--- config.mk ---
export PLATFORM = sky130hd
export DESIGN_NAME = ff_monitor
export DESIGN_NICKNAME = d
export VERILOG_FILES = /design/src/rtl/ff_monitor.sv
export SDC_FILE = /design/constraint.sdc
export NUM_CORES = 1
export LEC_CHECK = 0
export BUFFER_PORTS_ARGS = -buffer_cell sky130_fd_sc_hd__buf_2
export CAP_MARGIN = 20
export CORE_MARGIN = 4
export CORE_UTILIZATION = 30
export CTS_CLUSTER_SIZE = 10
export DETAILED_ROUTE_END_ITERATION = 6
export PLACE_DENSITY = 0.49
export SYNTH_ARGS = -nofsm -noshare
export SYNTH_HDL_FRONTEND = slang
export SYNTH_SLANG_ARGS = --single-unit
--- constraint.sdc ---
create_clock -name C -period 3.3 [get_ports C]
set_input_delay 0.495 -clock C [delete_from_list [all_inputs] [get_ports C]]
set_output_delay 0.495 -clock C [all_outputs]
set_load 0.02 [all_outputs]
--- src/rtl/ff_monitor.sv ---
// ----------------------------------------------------------------------------
// ff_monitor
//
// Watches the direct and inverted outputs of five flip-flops
// (T, JK, D, DL and RS) over a fixed run window. If a checked pair is not
// complementary, the block records the first failing set of pairs. While the
// window runs, it also counts rising edges on the T and JK direct outputs.
//
// Parameters
//   WIN      run-window length in clock cycles (2..255)
//   CW       width of the T / JK edge counters
//
// Ports
//   C        clock, all state changes on the rising edge
//   R        asynchronous active-low reset
//   EN       start request, honoured only in IDLE
//   CLR      synchronous clear back to IDLE
//   CHK      per-pair check enable          {T,JK,D,DL,RS}
//   QV       flip-flop direct outputs       {TQ,JKQ,DQ,DLQ,RSQ}
//   NQV      flip-flop inverted outputs     {TnQ,JKnQ,DnQ,DLnQ,RSnQ}
//   BUSY     high while arming or running a window
//   DONE     window completed without a violation (sticky)
//   ERR      complementarity violation captured (sticky)
//   ERR_MASK pairs violating at the first error
//   ERR_IDX  lowest violating pair index (0=RS .. 4=T)
//   T_CNT    rising edges of TQ seen during RUN (saturating)
//   JK_CNT   rising edges of JKQ seen during RUN (saturating)
// ----------------------------------------------------------------------------
module ff_monitor #(
   parameter int WIN = 64,
   parameter int CW  = 8
) (
   input  logic          C,
   input  logic          R,
   input  logic          EN,
   input  logic          CLR,
   input  logic [4:0]    CHK,
   input  logic [4:0]    QV,
   input  logic [4:0]    NQV,
   output logic          BUSY,
   output logic          DONE,
   output logic          ERR,
   output logic [4:0]    ERR_MASK,
   output logic [2:0]    ERR_IDX,
   output logic [CW-1:0] T_CNT,
   output logic [CW-1:0] JK_CNT
);

   typedef enum logic [2:0] {
      S_IDLE,
      S_ARM,
      S_RUN,
      S_DONE,
      S_FAIL
   } state_t;

   localparam logic [7:0]    WIN_LAST = 8'(WIN - 1);
   localparam logic [CW-1:0] CNT_ONE  = {{(CW-1){1'b0}}, 1'b1};

   state_t     state;
   logic [4:0] qs;
   logic [4:0] nqs;
   logic [4:0] qp;
   logic [7:0] wcnt;
   logic       rel_p0;
   logic       rel_p1;
   logic [4:0] v;

   // Index of the lowest set bit; 0 when the vector is empty.
   function automatic logic [2:0] lowest_idx(input logic [4:0] m);
      logic [2:0] idx;
      idx = 3'd0;
      for (int i = 4; i >= 0; i--) begin
         if (m[i]) idx = 3'(i);
      end
      return idx;
   endfunction

   // Increment that sticks at all-ones instead of wrapping.
   function automatic logic [CW-1:0] sat_inc(input logic [CW-1:0] c);
      return (&c) ? c : c + CNT_ONE;
   endfunction

   // A pair is in violation when its sampled Q and nQ are equal.
   assign v = CHK & ~(qs ^ nqs);

   // Reset release synchroniser: assertion is immediate, release takes two
   // clean edges, so EN is never acted on in the partial cycle after R rises.
   always_ff @(posedge C or negedge R) begin
      if (!R) begin
         rel_p0 <= 1'b0;
         rel_p1 <= 1'b0;
      end else begin
         rel_p0 <= 1'b1;
         rel_p1 <= rel_p0;
      end
   end

   // Sample stage, control FSM and registered outputs.
   always_ff @(posedge C or negedge R) begin
      if (!R) begin
         state    <= S_IDLE;
         qs       <= '0;
         nqs      <= '0;
         qp       <= '0;
         wcnt     <= '0;
         BUSY     <= 1'b0;
         DONE     <= 1'b0;
         ERR      <= 1'b0;
         ERR_MASK <= '0;
         ERR_IDX  <= '0;
         T_CNT    <= '0;
         JK_CNT   <= '0;
      end else begin
         qs  <= QV;
         nqs <= NQV;
         qp  <= qs;

         if (CLR) begin
            state    <= S_IDLE;
            wcnt     <= '0;
            BUSY     <= 1'b0;
            DONE     <= 1'b0;
            ERR      <= 1'b0;
            ERR_MASK <= '0;
            ERR_IDX  <= '0;
            T_CNT    <= '0;
            JK_CNT   <= '0;
         end else begin
            case (state)
               S_IDLE: begin
                  if (EN && rel_p1) begin
                     state <= S_ARM;
                     BUSY  <= 1'b1;
                  end
               end

               S_ARM: begin
                  state <= S_RUN;
                  wcnt  <= '0;
               end

               S_RUN: begin
                  if (qs[4] && !qp[4]) T_CNT  <= sat_inc(T_CNT);
                  if (qs[3] && !qp[3]) JK_CNT <= sat_inc(JK_CNT);

                  // A violation on the last window cycle still wins over DONE.
                  if (|v) begin
                     state    <= S_FAIL;
                     BUSY     <= 1'b0;
                     ERR      <= 1'b1;
                     ERR_MASK <= v;
                     ERR_IDX  <= lowest_idx(v);
                  end else if (wcnt == WIN_LAST) begin
                     state <= S_DONE;
                     BUSY  <= 1'b0;
                     DONE  <= 1'b1;
                  end else begin
                     wcnt <= wcnt + 8'd1;
                  end
               end

               S_DONE, S_FAIL: begin
                  state <= state;
               end

               default: begin
                  state <= S_IDLE;
                  BUSY  <= 1'b0;
               end
            endcase
         end
      end
   end

endmodule

After elaboration in Yosys (flattened, before gate mapping)
Index checks and enable logic that the tools add are counted.
Operators by class
  magnitude comparators: 0
  reduce and logical (&&, ||, !) cells: 24
  div/mod/pow operators: 0
  add/subtract/negate cells: 3
  multipliers: 0
  equality and inequality tests: 14
  shifts and indexed selects: 0
  mux-type cells: 40
  bitwise gates (word level): 3
Operators by type and width (number)
  8-bit 2-to-1 mux: 11
  3-bit 2-to-1 mux: 12
  8-bit by 1-bit adder with 8-bit output, second input constant: 3
  3-bit AND reduction: 6
  8-bit one-hot mux with 2 select lines: 1
  8-bit AND reduction: 2
  5-bit 2-to-1 mux: 3
  3-bit one-hot mux with 4 select lines: 1
  1-bit 2-to-1 mux: 11
  2-bit nonzero test: 5
  3-bit inequality test, second input constant: 3
  8-bit by 6-bit equality test with 1-bit output, second input constant: 1
  2-bit inequality test, second input constant: 4
  3-bit by 2-bit equality test with 1-bit output, second input constant: 2
  5-bit AND: 1
  5-bit inverter: 1
  5-bit OR reduction: 1
  5-bit XOR: 1
  4-bit inequality test, second input constant: 1
  3-bit by 1-bit equality test with 1-bit output, second input constant: 1
  3-bit equality test, second input constant: 1
  1-bit logical AND: 3
  3-bit logical NOT: 1
  1-bit one-hot mux with 3 select lines: 1
  other kinds (6): 7
Storage, ports and cells
  memories kept: 0
  flip-flop bits (word level): 55
  output and inout bits: 27
  memory bits (writable): 0
  latch bits: 0
  logic and storage cells: 98
  bits in read-only memories: 0

Depth between registers and ports, before layout
Gate-level depths: netlist of run 1.
  depth after elaboration: 11
  gate-level depth with buffers: 6

Worst setup path after synthesis of run 1
No wires, ideal clock.
  path kind: reg2reg
  start: reg wcnt[0]
  end: reg wcnt[0]
  data arrival time: 1.653 ns
  stages on the path, launching flop included: 7
  path slack: 1.522 ns
  path through: dfrtp_1 ha_1 nand3_1 or4_4 nand4_1 nor2_1 mux2_2
On the way
  longest elaborated chain between the ends: 5
Ends and longest elaborated chain
  from (decl): line 64  | logic [7:0] wcnt;
  from (signal assigned): line 159  | wcnt <= wcnt + 8'd1;
  8-bit by 1-bit adder with 8-bit output: line 159
  8-bit 2-to-1 mux: line 154  | end else if (wcnt == WIN_LAST) begin
  8-bit 2-to-1 mux: line 148  | if (|v) begin
  8-bit one-hot mux with 2 select lines: line 130  | case (state)
  8-bit 2-to-1 mux: line 119  | if (CLR) begin
Parallel ways exist; a longest one is shown, timed or not. The select of a mux whose other input is x is not followed.
A chain may end at the register's enable or synchronous reset.

Worst setup path after layout of run 1
  start: reg state[2]
  end: reg wcnt[4]
On the way
  longest elaborated chain between the ends: 3
Ends and longest elaborated chain
  from (decl): line 60  | state_t state;
  from (signal assigned): line 164  | state <= state;
  3-bit by 2-bit equality test with 1-bit output or 3-bit by 1-bit equality test with 1-bit output (tied branches): line 130
  3-bit inequality test (no source line) (tied with other cells)
  3-bit AND reduction (no source line) or 8-bit 2-to-1 mux (tied branches)
Parallel ways exist; a longest one is shown, timed or not.

==> results.cfg, run 1 <==
[cells_and_area]
fin_cells = 372
final_common_cell = dfrtp_1
fin_area_um2 = 2860
num-nets-final = 293
layout-drive-gt1-share_pct = 23.7
n_antenna_cell = 0
syn2layout_area_growth_pct = 17.5
layout_common_cells = dfrtp_1, buf_2, nor2_1, nand2_1, xnor2_1

[clocking]
clk_pin_slew_ns = 0.09
cts_tree = built
numCtsBuffers = 5
htreeDepth = 2
cts_sinks = 52
ctsResizeCount = 0
ctsHoldBuffers = 0
cts_setup_buffers = 0
clockBufferDepth = 2
worstSkewPairLatency_ns = 0.30
root_buffer = clkbuf_8

[power_and_ir_drop]
clockPowerShare_pct = 34.2
switchingPower_uw = 298
ir_worst_vdd_mv = 0.218
internal-power_uw = 921
p_seq_share_pct = 55.0
p_comb_share_pct = 10.8
p_leak_nw = 1.31
switching_share_pct = 24.5
p_per_area_nw_per_um2 = 427

[yosys]
synth_area_per_cell_um2 = 10.9
yosysUniqueCellTypes = 52
postSynth.asyncResetShare_pct = 100
postSynthCellCount = 224
ys.flop_type = dfrtp_1
synth_area_leader_cell = dfrtp_1
ys_seq_area_share_pct = 53.5
ys_ff_latch = 52
syn-num-nets = 246
synth_area_leaders = dfrtp_1, xnor2_1, nor2_1
synth-edff-count = 0
syn_area_um2 = 2430
synth_top_area_share_pct = 53.5
yosysWarnings = 0

[place]
dp_hpwl_um = 3970
port_buffers = 45
dp_slack_ns = 1.18
dp.cells = 366
place.gp.congestion = 0.745
place_area_um2 = 2760

[grt]
overflow = 0
grtUsageTotal_pct = 11.7
grt_max_degree = 30
antenna_found_initial = 0
grt_pass1_wl_um = 9090
grt_pass1_vias = 1821

[timing]
relSlewSlack_pct = 62.5
hold_violations = 0
tightest_slew_ns = 0.562
rsz0062_at_grt = no
drv_slew = 0
fin_crit_sh_pct = 63.7
setup_violations = 0
fin_ws_ns = 1.20
timing.setup.tns_ns = 0
period_needed_ns = 2.10
max_freq_mhz = 476
fin_skew_ns = 0.0108

[worst_setup_path]
critical-path-max-stage-delay_ns = 0.56
crit_type = reg2reg
path_max_fanout = 12
critPathBufInv = 0
worstSetupStartpointType = flip-flop
crit_arrival_ns = 2.29
cp_top_family = simple AND/OR/NAND/NOR gates
path_cells = nor2_1 > nand3b_1 > a21oi_2 > or3_4 > a211o_1
cp.required_ns = 3.49
cpMaxStageDelayCell = dfrtp_1
end_kind = flip-flop

[floorplan]
start_util_pct = 31.2
io_pins = 46
rows = 32
dieArea_um2 = 9610
dieWidth_um = 98.0
fp.dieH_um = 98.0
fp.coreArea_um2 = 7810

[routing]
drt_iter0_drc = 127
drt-total-wl_um = 5440
dr_wl_met3_um = 207
drc = 0
wl_met1_um = 2590
wl_met2_um = 2550
ant_nets = 0
routed.top_layer = met4
vias = 1828
wire_per_inst_um = 14.6
firstDrtPassIters = 4
via_per_inst = 4.91

[hold_path]
hold_class = in2async

[job]
cap_violations = 0

[status]
status = complete, no violations
==> power by group through the flow <==
stage | sequential [mW] | combinational, mW | clock (mW)
2_1_floorplan | 0.684 | 0.0826 | 0
3_3_place_gp | 0.684 | 0.134 | 0
3_5_place_dp | 0.684 | 0.135 | 0
4_1_cts | 0.671 | 0.135 | 0.434
5_1_grt | 0.674 | 0.148 | 0.466
6_report | 0.671 | 0.132 | 0.417
==> logic make-up after synthesis <==
logic type      count (synthesis)  share of synthesized area (%)
other cells                     1                          0.154
xor+xnor                       18                           6.48
simple gates                   88                           19.7
buf+inv                        16                           3.03
compound gates                 43                           14.3
mux                             3                           1.29
flops                          52                           53.5
fa+ha+maj                       3                           1.54
==> state kept, by name, indices dropped and copies added, names as in the netlist, 2 cells and up <==
| signal | cells |
|---|---|
| nqs | 5 |
| wcnt | 8 |
| qp | 2 |
| state | 3 |
| JK_CNT | 8 |
| qs | 5 |
| ERR_MASK | 5 |
| T_CNT | 8 |
| ERR_IDX | 3 |
==> metrics by stage <==
stage	utilization, %	hold slack (ns)	power (mW)
final	36.6	0.171	1.22
after global routing	36.6	0.207	1.29
after CTS	36.6	0.189	1.24
after detailed placement	35.4	0.335	0.818
after global placement	35.4	0.331	0.818
after floorplan	-	0.199	0.766
==> layer usage <==
| layer | up-vias | track usage (%) |
|---|---|---|
| met4 | 0 | 3.83 |
| met3 | 9 | 2.29 |
| met5 | - | 0 |
| met1 | 871 | 16.5 |
| li1 | 898 | - |
| met2 | 50 | 18.2 |
==> Yosys cell counts, types with 3 or more instances <==
| cell type | number |
|---|---|
| nor2_1 | 25 |
| a31oi_1 | 3 |
| dfrtp_1 | 52 |
| clkbuf_1 | 3 |
| nand2_1 | 13 |
| nor4_1 | 3 |
| nand3_1 | 7 |
| a22o_1 | 6 |
| o21ai_0 | 3 |
| a21oi_1 | 10 |
| ha_1 | 3 |
| nor3_1 | 9 |
| nand4_1 | 6 |
| inv_1 | 9 |
| and3_1 | 6 |
| xor2_1 | 6 |
| or4_1 | 4 |
| and2_1 | 3 |
| xnor2_1 | 12 |
==> worst paths after layout <==
path                                   endpoint  slack (ns)  cells after the start                 start
max                         wcnt[4]$_DFFE_PN0P_        1.20                      5  state[2]$_DFFE_PN0P_
min                        T_CNT[5]$_DFFE_PN0P_        0.17                      1                     R
max reg2reg                 wcnt[4]$_DFFE_PN0P_        1.20                      5  state[2]$_DFFE_PN0P_
min reg2reg                    rel_p1$_DFF_PN0_        0.35                      0      rel_p0$_DFF_PN0_
max in group asynchronous       qs[2]$_DFF_PN0_        2.34                      2                     R
min in group C                 nqs[0]$_DFF_PN0_        0.29                      1                NQV[0]
==> final cells by class <==
class	instances	area, um^2
fillers	793	4950
flip-flops and latches	52	1300
multi-input cells	156	1060
repair buffers	47	240
well taps	102	128
clock buffers	5	68.8
inverters	9	33.8
clock inverters	1	30.0
Note: power is estimated with default switching activity, not from simulation.
==> inputs of run 2 (changes only) <==
- clock period: 3.3 -> 2.2 ns (I/O delays scaled with it)
==> results.cfg, run 2 (synthesized netlist as in run 1, its figures left out) <==
[status]
status = complete, no violations

[clocking]
cts_sinks = 52
numCtsBuffers = 5
htreeDepth = 2
worstSkewPairLatency_ns = 0.30
clk_pin_slew_ns = 0.09
root_buffer = clkbuf_8
cts_setup_buffers = 0
ctsHoldBuffers = 0
ctsResizeCount = 0
clockBufferDepth = 2
cts_tree = built

[routing]
vias = 1893
drc = 0
drt-total-wl_um = 5430
wire_per_inst_um = 14.3
via_per_inst = 4.98
drt_iter0_drc = 90
ant_nets = 0
firstDrtPassIters = 4

[cells_and_area]
fillers = 798
num-nets-final = 299
multi_input_area_um2 = 1060
top_regs = JK_CNT x8, T_CNT x8, wcnt x8
n_antenna_cell = 0
layout-drive-gt1-share_pct = 25.5
layout_common_cells = dfrtp_1, buf_2, nor2_1, nand2_1, xnor2_1
syn2layout_area_growth_pct = 19.2
final_common_cell = dfrtp_1
regArea_um2 = 1300

[timing]
fin_crit_sh_pct = 89.6
relSlewSlack_pct = 60.3
period_needed_ns = 1.97
setup_violations = 0
timing.setup.tns_ns = 0
tightest_slew_ns = 0.596
rsz0062_at_grt = no
drv_slew = 0
worst_hold_slack_ns = 0.0209
hold_violations = 0
max_freq_mhz = 508
fin_skew_ns = 0.00415
fin_ws_ns = 0.230

[place]
place.gp.congestion = 0.816
dp_slack_ns = 0.240
port_buffers = 45
dp_hpwl_um = 4090

[power_and_ir_drop]
p_seq_share_pct = 56.3
p_per_area_nw_per_um2 = 617
ir_worst_vdd_mv = 0.302
switching_share_pct = 26.1
p_comb_share_pct = 11.7
switchingPower_uw = 467
p_leak_nw = 1.33
internal-power_mw = 1.32
clockPowerShare_pct = 32.0

[worst_setup_path]
reg2reg_slack_ns = 0.23
path_cells = ha_1 > nand3_1 > or4_4 > nand4_1 > nor2_1 > mux2_2
worstSetupStartpointType = flip-flop
crit_arrival_ns = 2.17
crit_type = reg2reg
end_kind = flip-flop
cp.required_ns = 2.39
cpMaxStageDelayCell = or4_4
critical-path-max-stage-delay_ns = 0.55
path_max_fanout = 5

[grt]
grtUsageTotal_pct = 12.1
antenna_found_initial = 0
overflow = 0
grt_max_degree = 28
grt_pass1_vias = 1907
grt_pass1_wl_um = 9470

[floorplan]
fp.dieH_um = 98.0
io_pins = 46
dieArea_um2 = 9610
rows = 32
dieWidth_um = 98.0
start_util_pct = 31.2
fp.coreArea_um2 = 7810

[job]
cap_violations = 0

[hold_path]
hold_class = in2async
run 2: worst paths after layout:
kind | startpoint | cells past startpoint | to
hold reg to reg | rel_p0$_DFF_PN0_ | 0 | rel_p1$_DFF_PN0_
max in group asynchronous | R | 2 | ERR_IDX[2]$_DFFE_PN0P_
setup reg to reg | wcnt[0]$_DFFE_PN0P_ | 6 | wcnt[0]$_DFFE_PN0P_
hold / removal | R | 1 | T_CNT[1]$_DFFE_PN0P_
min in group C | NQV[1] | 1 | nqs[1]$_DFF_PN0_
setup / recovery | wcnt[0]$_DFFE_PN0P_ | 6 | wcnt[0]$_DFFE_PN0P_
run 2: per-layer routing:
metal	wire length, um	vias up	GRT usage [%]
li1	-	906	-
met1	2570	933	15.8
met2	2550	47	19.7
met3	227	7	2.71
met4	82	0	4.15
met5	0	-	0
run 2: worst max-delay path, delay by kind of cell (launching register included):
family	cells	cell delay, ns
and+or+nand+nor	4	1.01
DFF	1	0.41
muxes	1	0.27
adders and majority gates	1	0.18
run 2: through the flow:
step	power, mW	cell area, um^2	std cells	utilization [%]
CTS	1.82	2900	380	37.1
finish	1.79	2900	380	37.1
detailed placement	1.24	2810	372	35.9
floorplan	1.15	2430	224	-
global route	1.89	2900	380	37.1
global placement	1.24	2810	372	35.9
run 2: cell type report:
class,instances,share of cell area (%)
clock buffers,7,2.98
multi-input cells,156,36.5
repair buffers,53,9.84
well taps,102,4.40
inverters,9,1.17
flip-flops and latches,52,44.9
clock inverters,1,0.259
run 2: power by group through the flow:
stage          registers (mW)  clock network (mW)  logic, mW
4_1_cts                  1.01               0.604      0.213
2_1_floorplan            1.03                   0      0.124
6_report                 1.01               0.572      0.210
5_1_grt                  1.01               0.640      0.236
3_5_place_dp             1.03                   0      0.213
3_3_place_gp             1.02                   0      0.213
==> inputs of run 3 (changes only) <==
- PLACE_DENSITY: 0.49 -> default
==> results.cfg, run 3 (synthesized netlist as in run 1, its figures left out) <==
[timing]
setup_violations = 0
period_needed_ns = 1.98
drv_slew = 0
fin_skew_ns = 0.00682
worst_hold_slack_ns = 0.117
fin_ws_ns = 0.223
timing.setup.tns_ns = 0
fin_crit_sh_pct = 89.9
hold_violations = 0
rsz0062_at_grt = no
max_freq_mhz = 506

[clocking]
clockBufferDepth = 2
ctsResizeCount = 0
htreeDepth = 2
ctsHoldBuffers = 1
cts_tree = built
cts_sinks = 52
clk_pin_slew_ns = 0.10
worstSkewPairLatency_ns = 0.31
cts_setup_buffers = 0
numCtsBuffers = 5
root_buffer = clkbuf_8

[cells_and_area]
top_regs = JK_CNT x8, T_CNT x8, wcnt x8
fin_area_um2 = 2910
final_common_cell = dfrtp_1
layout_common_cells = dfrtp_1, buf_2, nor2_1, nand2_1, xnor2_1
layout-drive-gt1-share_pct = 24.9
n_antenna_cell = 0
num-nets-final = 298
fin_cells = 379
syn2layout_area_growth_pct = 19.5
fillers = 798

[grt]
grt_pass1_wl_um = 8760
grt_max_degree = 21
grt_pass1_vias = 1821
grtUsageTotal_pct = 11.0
antenna_found_initial = 0
overflow = 0

[place]
dp_hpwl_um = 3880
dp_slack_ns = 0.253
dp.cells = 370
port_buffers = 45
place.gp.congestion = 0.801
place_area_um2 = 2790

[routing]
ant_nets = 0
drt_iter0_drc = 99
drc = 0
vias = 1867
firstDrtPassIters = 4
wire_per_inst_um = 13.8
via_per_inst = 4.93
drt-total-wl_um = 5230

[status]
status = complete, no violations

[worst_setup_path]
worstSetupStartpointType = flip-flop
cp.required_ns = 2.41
cp-startpoint = wcnt[0]$_DFFE_PN0P_
end_kind = flip-flop
crit_arrival_ns = 2.19
path_max_fanout = 5
crit_type = reg2reg
reg2reg_from = wcnt[0]$_DFFE_PN0P_

[floorplan]
dieArea_um2 = 9610
rows = 32
start_util_pct = 31.2
dieWidth_um = 98.0
fp.coreArea_um2 = 7810
io_pins = 46
fp.dieH_um = 98.0

[power_and_ir_drop]
clockPowerShare_pct = 35.4
p_seq_share_pct = 53.7
internal-power_mw = 1.40
switching_share_pct = 25.3
p_leak_nw = 1.34
ir_worst_vdd_mv = 0.429
p_per_area_nw_per_um2 = 645
switchingPower_uw = 475
p_comb_share_pct = 10.9

[hold_path]
hold_class = in2reg
hp-start = QV[1]

[job]
cap_violations = 0
run 3: cell types whose count changed in the layout (fill, tap and decap cells not counted):
cell           previous run  this run
buf_4                     8         6
bufinv_16                 0         1
clkbuf_8                  6         5
clkinv_2                  0         1
clkinvlp_4                1         0
dlygate4sd3_1             0         1
run 3: layout make-up:
type	instances	area, um^2	share of cell area (%)
clock buffers	6	72.6	2.50
clock inverters	2	35.0	1.20
inverters	9	33.8	1.16
multi-input cells	156	1060	36.4
flip-flops and latches	52	1300	44.8
well taps	102	128	4.39
repair buffers	52	280	9.64
run 3: worst paths after layout:
| kind | end | slack (ns) | depth (start not counted) |
|---|---|---|---|
| setup / recovery | state[2]$_DFFE_PN0P_ | 0.22 | 6 |
| hold / removal | qs[1]$_DFF_PN0_ | 0.12 | 1 |
| setup reg to reg | state[2]$_DFFE_PN0P_ | 0.22 | 6 |
| hold reg to reg | rel_p1$_DFF_PN0_ | 0.36 | 0 |
| max in group asynchronous | qp[4]$_DFF_PN0_ | 1.10 | 3 |
| min in group asynchronous | rel_p1$_DFF_PN0_ | 0.50 | 2 |
run 3: layer usage:
metal / global-route usage, % / share of wire, % / vias up
met3: 2.36 / 4.2 / 7
met4: 4.47 / 1.7 / 0
met2: 17.7 / 47 / 47
met5: 0 / 0 / -
li1: - / - / 904
met1: 14.4 / 47 / 909
run 3: power by group through the flow:
stage	clock network, mW	logic [mW]	registers (mW)
finish	0.663	0.204	1.01
global route	0.717	0.225	1.01
CTS	0.685	0.207	1.01
detailed placement	0	0.205	1.02
global placement	0	0.203	1.02
floorplan	0	0.124	1.03
run 3: critical path, stage by stage (launching register included):
cell and delay (ns):
dfrtp_1 0.41, ha_1 0.19, nand3_1 0.16, or4_4 0.55
nand4_1 0.21, o22ai_1 0.16, a22o_1 0.19
run 3: stage by stage:
step           utilization (%)  total power [mW]
5_1_grt                   37.2              1.95
3_3_place_gp              35.7              1.23
6_report                  37.2              1.87
2_1_floorplan                -              1.15
4_1_cts                   37.2              1.90
3_5_place_dp              35.7              1.23
